--- config.mk ---
export PLATFORM = sky130hd
export DESIGN_NAME = ps2_scancode_ascii
export DESIGN_NICKNAME = d
export VERILOG_FILES = /design/src/rtl/ps2_pkg.sv /design/src/rtl/ps2_ascii_lut.sv /design/src/rtl/ps2_scancode_ascii.sv
export SDC_FILE = /design/constraint.sdc
export NUM_CORES = 1
export LEC_CHECK = 0
export CAP_MARGIN = 20
export CORE_MARGIN = 1
export CORE_UTILIZATION = 42
export DETAILED_ROUTE_END_ITERATION = 16
export PLACE_DENSITY = 0.63
export SETUP_SLACK_MARGIN = 0.02
export SLEW_MARGIN = 20
export SYNTH_ARGS = -nofsm -noshare
export SYNTH_HDL_FRONTEND = slang
export SYNTH_SLANG_ARGS = --single-unit
--- constraint.sdc ---
create_clock -name clk -period 4.5 [get_ports clk]
set_clock_uncertainty 0.15 [all_clocks]
set_input_delay 0.9 -clock clk [delete_from_list [all_inputs] [get_ports clk]]
set_output_delay 0.9 -clock clk [all_outputs]
set_load 0.02 [all_outputs]
--- src/rtl/ps2_pkg.sv ---
// Shared types and scancode constants for the PS/2 Set-2 to ASCII translator.
package ps2_pkg;

  typedef enum logic [1:0] {
    ST_IDLE    = 2'd0,
    ST_BRK     = 2'd1,
    ST_EXT     = 2'd2,
    ST_EXT_BRK = 2'd3
  } ps2_state_t;

  localparam logic [7:0] PS2_BREAK  = 8'hF0;
  localparam logic [7:0] PS2_EXT    = 8'hE0;
  localparam logic [7:0] PS2_LSHIFT = 8'h12;
  localparam logic [7:0] PS2_RSHIFT = 8'h59;

endpackage

--- src/rtl/ps2_ascii_lut.sv ---
// Combinational Set-2 make code to ASCII table: letters, digits, space, enter, backspace.
module ps2_ascii_lut (
  input  logic [7:0] code,
  input  logic       shift,
  output logic [7:0] ascii,
  output logic       hit
);

  logic [7:0] w_char;
  logic       w_letter;

  always_comb begin
    w_char   = 8'h00;
    w_letter = 1'b1;
    hit      = 1'b1;
    case (code)
      8'h1C: w_char = 8'h61;  8'h32: w_char = 8'h62;  8'h21: w_char = 8'h63;
      8'h23: w_char = 8'h64;  8'h24: w_char = 8'h65;  8'h2B: w_char = 8'h66;
      8'h34: w_char = 8'h67;  8'h33: w_char = 8'h68;  8'h43: w_char = 8'h69;
      8'h3B: w_char = 8'h6A;  8'h42: w_char = 8'h6B;  8'h4B: w_char = 8'h6C;
      8'h3A: w_char = 8'h6D;  8'h31: w_char = 8'h6E;  8'h44: w_char = 8'h6F;
      8'h4D: w_char = 8'h70;  8'h15: w_char = 8'h71;  8'h2D: w_char = 8'h72;
      8'h1B: w_char = 8'h73;  8'h2C: w_char = 8'h74;  8'h3C: w_char = 8'h75;
      8'h2A: w_char = 8'h76;  8'h1D: w_char = 8'h77;  8'h22: w_char = 8'h78;
      8'h35: w_char = 8'h79;  8'h1A: w_char = 8'h7A;
      default: begin
        w_letter = 1'b0;
        case (code)
          8'h16: w_char = shift ? 8'h21 : 8'h31;
          8'h1E: w_char = shift ? 8'h40 : 8'h32;
          8'h26: w_char = shift ? 8'h23 : 8'h33;
          8'h25: w_char = shift ? 8'h24 : 8'h34;
          8'h2E: w_char = shift ? 8'h25 : 8'h35;
          8'h36: w_char = shift ? 8'h5E : 8'h36;
          8'h3D: w_char = shift ? 8'h26 : 8'h37;
          8'h3E: w_char = shift ? 8'h2A : 8'h38;
          8'h46: w_char = shift ? 8'h28 : 8'h39;
          8'h45: w_char = shift ? 8'h29 : 8'h30;
          8'h29: w_char = 8'h20;
          8'h5A: w_char = 8'h0D;
          8'h66: w_char = 8'h08;
          default: hit = 1'b0;
        endcase
      end
    endcase
    // Letters are stored lowercase; shifted column is the uppercase range.
    ascii = (w_letter && shift) ? (w_char - 8'h20) : w_char;
  end

endmodule

--- src/rtl/ps2_scancode_ascii.sv ---
// PS/2 Set-2 scancode stream to ASCII strobe, tracking F0/E0 prefixes with a timeout.
// Optional macro PS2_SHIFT_EN adds left/right shift tracking and the shifted column.
module ps2_scancode_ascii
  import ps2_pkg::*;
#(
  parameter int TIMEOUT_CYCLES = 1000000,
  parameter int CNT_W          = $clog2(TIMEOUT_CYCLES + 1)
) (
  input  logic       clk,
  input  logic       rst,
  input  logic [7:0] code_i,
  input  logic       code_valid_i,
  output logic [7:0] ascii_o,
  output logic       ascii_valid_o,
  output logic       unmapped_o,
  output logic       busy_o,
  output logic [1:0] state_o
);

  localparam logic [1:0] S_IDLE    = ST_IDLE;
  localparam logic [1:0] S_BRK     = ST_BRK;
  localparam logic [1:0] S_EXT     = ST_EXT;
  localparam logic [1:0] S_EXT_BRK = ST_EXT_BRK;
  localparam logic [CNT_W-1:0] CNT_LAST = CNT_W'(TIMEOUT_CYCLES - 1);

  logic [1:0]       r_state;
  logic [CNT_W-1:0] r_cnt;
  logic [7:0]       r_ascii;
  logic             r_ascii_valid;
  logic             r_unmapped;
  logic             w_shift;
  logic             w_is_shift;
  logic             w_hit;
  logic [7:0]       w_ascii;

`ifdef PS2_SHIFT_EN
  logic r_lshift;
  logic r_rshift;
  assign w_shift    = r_lshift | r_rshift;
  assign w_is_shift = (code_i == PS2_LSHIFT) || (code_i == PS2_RSHIFT);
`else
  assign w_shift    = 1'b0;
  assign w_is_shift = 1'b0;
`endif

  ps2_ascii_lut u_lut (
    .code  (code_i),
    .shift (w_shift),
    .ascii (w_ascii),
    .hit   (w_hit)
  );

  always_ff @(posedge clk) begin
    if (rst) begin
      r_state       <= S_IDLE;
      r_cnt         <= '0;
      r_ascii       <= 8'h00;
      r_ascii_valid <= 1'b0;
      r_unmapped    <= 1'b0;
`ifdef PS2_SHIFT_EN
      r_lshift      <= 1'b0;
      r_rshift      <= 1'b0;
`endif
    end else begin
      r_ascii_valid <= 1'b0;
      r_unmapped    <= 1'b0;
      if (r_state == S_IDLE) begin
        if (code_valid_i) begin
          r_cnt <= '0;
          if (code_i == PS2_BREAK) begin
            r_state <= S_BRK;
          end else if (code_i == PS2_EXT) begin
            r_state <= S_EXT;
          end else if (w_is_shift) begin
`ifdef PS2_SHIFT_EN
            if (code_i == PS2_LSHIFT) r_lshift <= 1'b1;
            else                      r_rshift <= 1'b1;
`endif
          end else if (w_hit) begin
            r_ascii       <= w_ascii;
            r_ascii_valid <= 1'b1;
          end else begin
            r_unmapped <= 1'b1;
          end
        end
      end else if (code_valid_i) begin
        // A byte on the expiry cycle still belongs to the pending prefix.
        r_cnt   <= '0;
        r_state <= S_IDLE;
        if (r_state == S_EXT && code_i == PS2_BREAK) begin
          r_state <= S_EXT_BRK;
        end
`ifdef PS2_SHIFT_EN
        if (r_state == S_BRK && code_i == PS2_LSHIFT) r_lshift <= 1'b0;
        if (r_state == S_BRK && code_i == PS2_RSHIFT) r_rshift <= 1'b0;
`endif
      end else if (r_cnt == CNT_LAST) begin
        r_state <= S_IDLE;
        r_cnt   <= '0;
      end else begin
        r_cnt <= r_cnt + CNT_W'(1);
      end
    end
  end

  assign ascii_o       = r_ascii;
  assign ascii_valid_o = r_ascii_valid;
  assign unmapped_o    = r_unmapped;
  assign busy_o        = (r_state != S_IDLE);
  assign state_o       = r_state;

endmodule

* Word level (Yosys, flattened, before mapping)
Cells that the tools add are included.
Word-level totals: flip-flop bits (word level) 32, input port bits 11, output and inout bits 13, word-level logic and storage cells 81
Cells by class: add/sub/neg operators 1, equality and inequality tests 45, multiplexer cells 17, bitwise gates (word level) 4, reductions and logical operators 9
Operator list (number):
- 8-bit one-hot mux with 26 select lines | 1
- 8-bit by 6-bit == test with 1-bit output (second input constant) | 23
- 20-bit 2-to-1 mux | 4
- 6-bit one-hot mux with 13 select lines | 1
- 8-bit by 7-bit == test with 1-bit output (second input constant) | 9
- 8-bit by 5-bit == test with 1-bit output (second input constant) | 7
- 26-bit OR reduction | 1
- 20-bit by 1-bit adder with 20-bit output (second input constant) | 1
- 20-bit == test (second input constant) | 1
- 8-bit == test (second input constant) | 2
- 2-bit 2-to-1 mux | 7
- 13-bit OR reduction | 1
- 5-bit AND reduction | 1
- 5-bit OR reduction | 1
- 1-bit 2-to-1 mux | 4
- 1-bit NOT | 4
- 2-bit nonzero test | 2
- 3-bit by 1-bit != test with 1-bit output (second input constant) | 1
- 3-bit AND reduction | 1
- 2-bit == test (second input constant) | 1
- 2-bit logical NOT | 1
- 2-bit != test (second input constant) | 1
- 1-bit logical AND | 1

* Logic depth before layout (Yosys ltp)
depth in word-level cells 5, mapped depth 9, gate-level depth less buffers 8

* Hierarchy
Synthesis repeated with hierarchy kept, for this count alone.
Unflattened totals: cell total of the unflattened synthesis 332, area total of the unflattened synthesis 2561.2 sq um
By module, submodules not included:
- ps2_scancode_ascii | instances 1, cells an instance 176, area an instance 1531.5 sq um, sequential area each 640.6 sq um
- ps2_ascii_lut | instances 1, cells an instance 156, area an instance 1029.7 sq um, sequential area each 0.0 sq um

* Worst setup path after synthesis
Ideal clock, no wire load.
path type input to register, start input code_i[3], end register r_ascii[3], in the netlist ascii_o[3], setup time 0.119 ns, arrival time 2.501 ns, required time 4.231 ns, setup slack 1.731 ns, stages 8, cells stage by stage clkbuf_1 > buf_2 > o22ai_1 > a22o_1 > nor4_4 > and4_4 > nor2_1 > o221a_1
On the way: word-level cells in the longest chain between the ends 5, elaborated cells on any way between the ends 50, classes of those cells 41 x eq/ne; 4 x mux; 2 x bitwise; 3 x reduce/logical
RTL lines:
- from (decl) | line ps2_scancode_ascii.sv:11 | input logic [7:0] code_i,
- 8-bit by 5-bit == test with 1-bit output, or another cell as far along | line ps2_ascii_lut.sv:28 | case (code)
- 13-bit OR reduction (no line)
- 1-bit 2-to-1 mux | line ps2_ascii_lut.sv:28
- 1-bit 2-to-1 mux | line ps2_ascii_lut.sv:16 | case (code)
- 5-bit AND reduction (no line)
- to (signal assigned) | line ps2_scancode_ascii.sv:80 | r_ascii <= w_ascii;
- to (decl) | line ps2_scancode_ascii.sv:28 | logic [7:0] r_ascii;
Several ways; a longest one is shown, not always the timed one. A chain may end at the register's enable or synchronous reset.

* Final worst setup path
start input code_i[1], end register r_ascii[0], in the netlist ascii_o[0]
Same word-level chain as after synthesis.

==> results.yml <==
power_and_ir_drop:
  peakVddDrop_v: 0.000137
  p_leak_nw: 0.908
  powerDensity_nw_per_um2: 227
synthesis:
  yosysUniqueCellTypes: 69
  syn_inst: 329
  ys_seq_area_share_pct: 25.4
  ys_seq_elements: 31
  syn_nets: 341
  synth_ff_type: "dfxtp_1"
  synth_edf_count: 0
  synthArstFlopShare_pct: 0
  avgSynthCellArea_um2: 7.43
  synth_area_um2: 2450
  yosys_warnings: 0
floorplanning:
  core_um2: 5570
  ioPinCount: 24
  die_h_um: 78.3
  rows: 27
  floorplan.initialDensity_pct: 43.9
  die_w_um: 78.3
  dieArea_um2: 6130
worst_hold_path:
  min_path_type: "reg -> reg"
clocking:
  cts.repair.resized: 0
  postCtsSetupBuffers: 0
  cts.clk_slew.worst_paths_ps: 60
  numCtsBuffers: 5
  tritoncts: "built"
  clockRootBuffer: "clkbuf_8"
  h-tree-depth: 2
  holdBufCountCts: 0
  cts.sinks: 31
  clk_latency_ps: 280
  clk_path_buf_depth: 2
worst_setup_path:
  cp_slowest_cell: "clkdlybuf4s50_1"
  crit_family: "simple AND/OR/NAND/NOR gates"
  cp.required_ps: 4530
  worstPathCellList: "clkdlybuf4s50_1 > nand2b_1 > o22ai_1 > a22o_1 > nor4_4 > nand4_1 > a311oi_1"
  endpoint_kind: "flop"
  critPathKind: "in -> reg"
  cp_max_fo: 19
  start_kind: "input port"
  crit_path_max_incr_delay_ps: 750
  critPathBufInv: 1
  worst-endpoint-arrival_ps: 3520
sta:
  fmax_ghz: 0.287
  setup_viol: 0
  finalCriticalPeriod_ps: 3480
  period_share_pct: 77.4
  hold_viol: 0
  rsz0062_at_grt: "false"
  setup_ws_ps: 1020
  max_slew_margin_pct: 55.5
  report.final.slew_viol_count: 0
  max_slew.worst_pin.slew_ps: 666
  finalSetupTns_ps: 0
placed_design:
  place_worst_setup_slack_ps: 753
  hpwl_um: 5120
  portBuffers: 22
  place_area_um2: 2690
  gp_congestion: 1.02
finish:
  layout_common_cells: "38 x nor2_1, 31 x dfxtp_1, 30 x nand2_1, 29 x a21oi_1, 22 x clkdlybuf4s50_1"
  antenna_cells: 0
  area_delta_synth_final_pct: 13.7
  nets: 354
  layout_commonest_cell: "nor2_1"
  stdcell_area_um2: 2780
  drive_above_1_share_pct: 10.5
  fillers: 547
run_status:
  status: "finished clean"
grt:
  first_global_vias: 2451
  grtUsageTotal_pct: 24.6
  antenna_found_initial: 0
  grt.overflow.total: 0
  grt_pass1_wl_um: 11900
  grt_max_degree: 29
route:
  drc: 0
  postRouteAntennaNets: 0
  wl_per_cell_um: 17.2
  via_per_inst: 6.33
  drt_first_pass_iters: 5
  drt-initial-drc-count: 188
  dr_total_vias: 2619
  wl_um: 7120
run:
  maxCapViolCount: 0
## cells by family (layout without fill, tap and decap cells)
logic type | count (synthesis) | in the layout | share of synthesized area (%)
adders and majority gates | 1 | 1 | 0.511
other | 1 | 1 | 0.153
and+or+nand+nor | 155 | 155 | 36.4
DFF | 31 | 31 | 25.4
buffers and inverters | 33 | 46 | 6.80
muxes | 1 | 1 | 0.409
xor gates and xnor gates | 2 | 2 | 0.716
AOI/OAI and AO/OA | 105 | 105 | 29.7
## path summary, 6_finish.rpt
kind | end | from | slack, ps | cells past startpoint
hold / removal | ascii_o[1] | ascii_o[1] | 290 | 2
setup / recovery | ascii_o[0] | code_i[1] | 1020 | 7
hold reg to reg | ascii_o[1] | ascii_o[1] | 290 | 2
setup reg to reg | r_cnt[19] | r_cnt[7] | 1990 | 7
## layer usage
| layer | track usage [%] | part of all wire [%] |
|---|---|---|
| met5 | 0 | 0 |
| met4 | 10.6 | 3.8 |
| met3 | 3.60 | 6.6 |
| met2 | 42.8 | 48 |
| met1 | 30.1 | 42 |
## synth_stat cells (all sizes together), types with 3 or more instances
cell type / count / share of area, %
nor2: 39 / 6.1
dfxtp: 31 / 25
nand2: 31 / 4.9
a21oi: 29 / 5.9
o21ai: 21 / 4.3
buf: 14 / 3.9
nand3: 14 / 2.9
clkbuf: 11 / 1.7
nor3: 10 / 2.0
nor4: 10 / 3.7
a311oi: 9 / 3.2
a31oi: 7 / 1.8
nand2b: 7 / 1.8
inv: 6 / 0.92
nor2b: 6 / 1.5
and3: 5 / 1.3
nand3b: 5 / 1.5
nand4: 5 / 1.3
o211ai: 4 / 1.2
o32ai: 4 / 1.4
a31o: 3 / 1.1
a32oi: 3 / 1.4
nor3b: 3 / 0.92
nor4b: 3 / 2.2
o22ai: 3 / 0.77
or4: 3 / 0.92
or4b: 3 / 1.4
## flip-flops by register name, summed over array words and instances (netlist names)
signal	count
ascii_o	7
ascii_valid_o	1
r_cnt	20
state_o	2
unmapped_o	1
## report_power, final
part	internal, mW	switching, mW
Combinational	0.0476	0.0810
Sequential	0.279	0.00240
Clock	0.120	0.0999
Total	0.447	0.183
## worst min-delay path: cells and delay by family (launching register included)
family / cells / cell delay (ps)
DFF: 1 / 310
AOI/OAI and AO/OA: 1 / 50
buffers and inverters: 1 / 50
## stage by stage
step / utilization, % / std cells / hold WS, ps / power (mW)
detailed placement: 48.3 / 407 / 288 / 0.413
global placement: 48.3 / 407 / 297 / 0.417
global route: 49.9 / 414 / 325 / 0.659
finish: 49.9 / 414 / 294 / 0.630
floorplan: - / 329 / 290 / 0.371
CTS: 49.9 / 414 / 297 / 0.633
## final cells by class
| class | count | area [um2] | area share (%) |
|---|---|---|---|
| timing repair buffer | 31 | 288 | 10.3 |
| clock buffer | 6 | 82.6 | 2.97 |
| clock inverter | 1 | 5.00 | 0.180 |
| sequential | 31 | 621 | 22.3 |
| multi-input combinational | 265 | 1670 | 59.9 |
| tap | 72 | 90.1 | 3.24 |
| inverter | 8 | 30.0 | 1.08 |
Note: power is estimated with default switching activity, not from simulation.
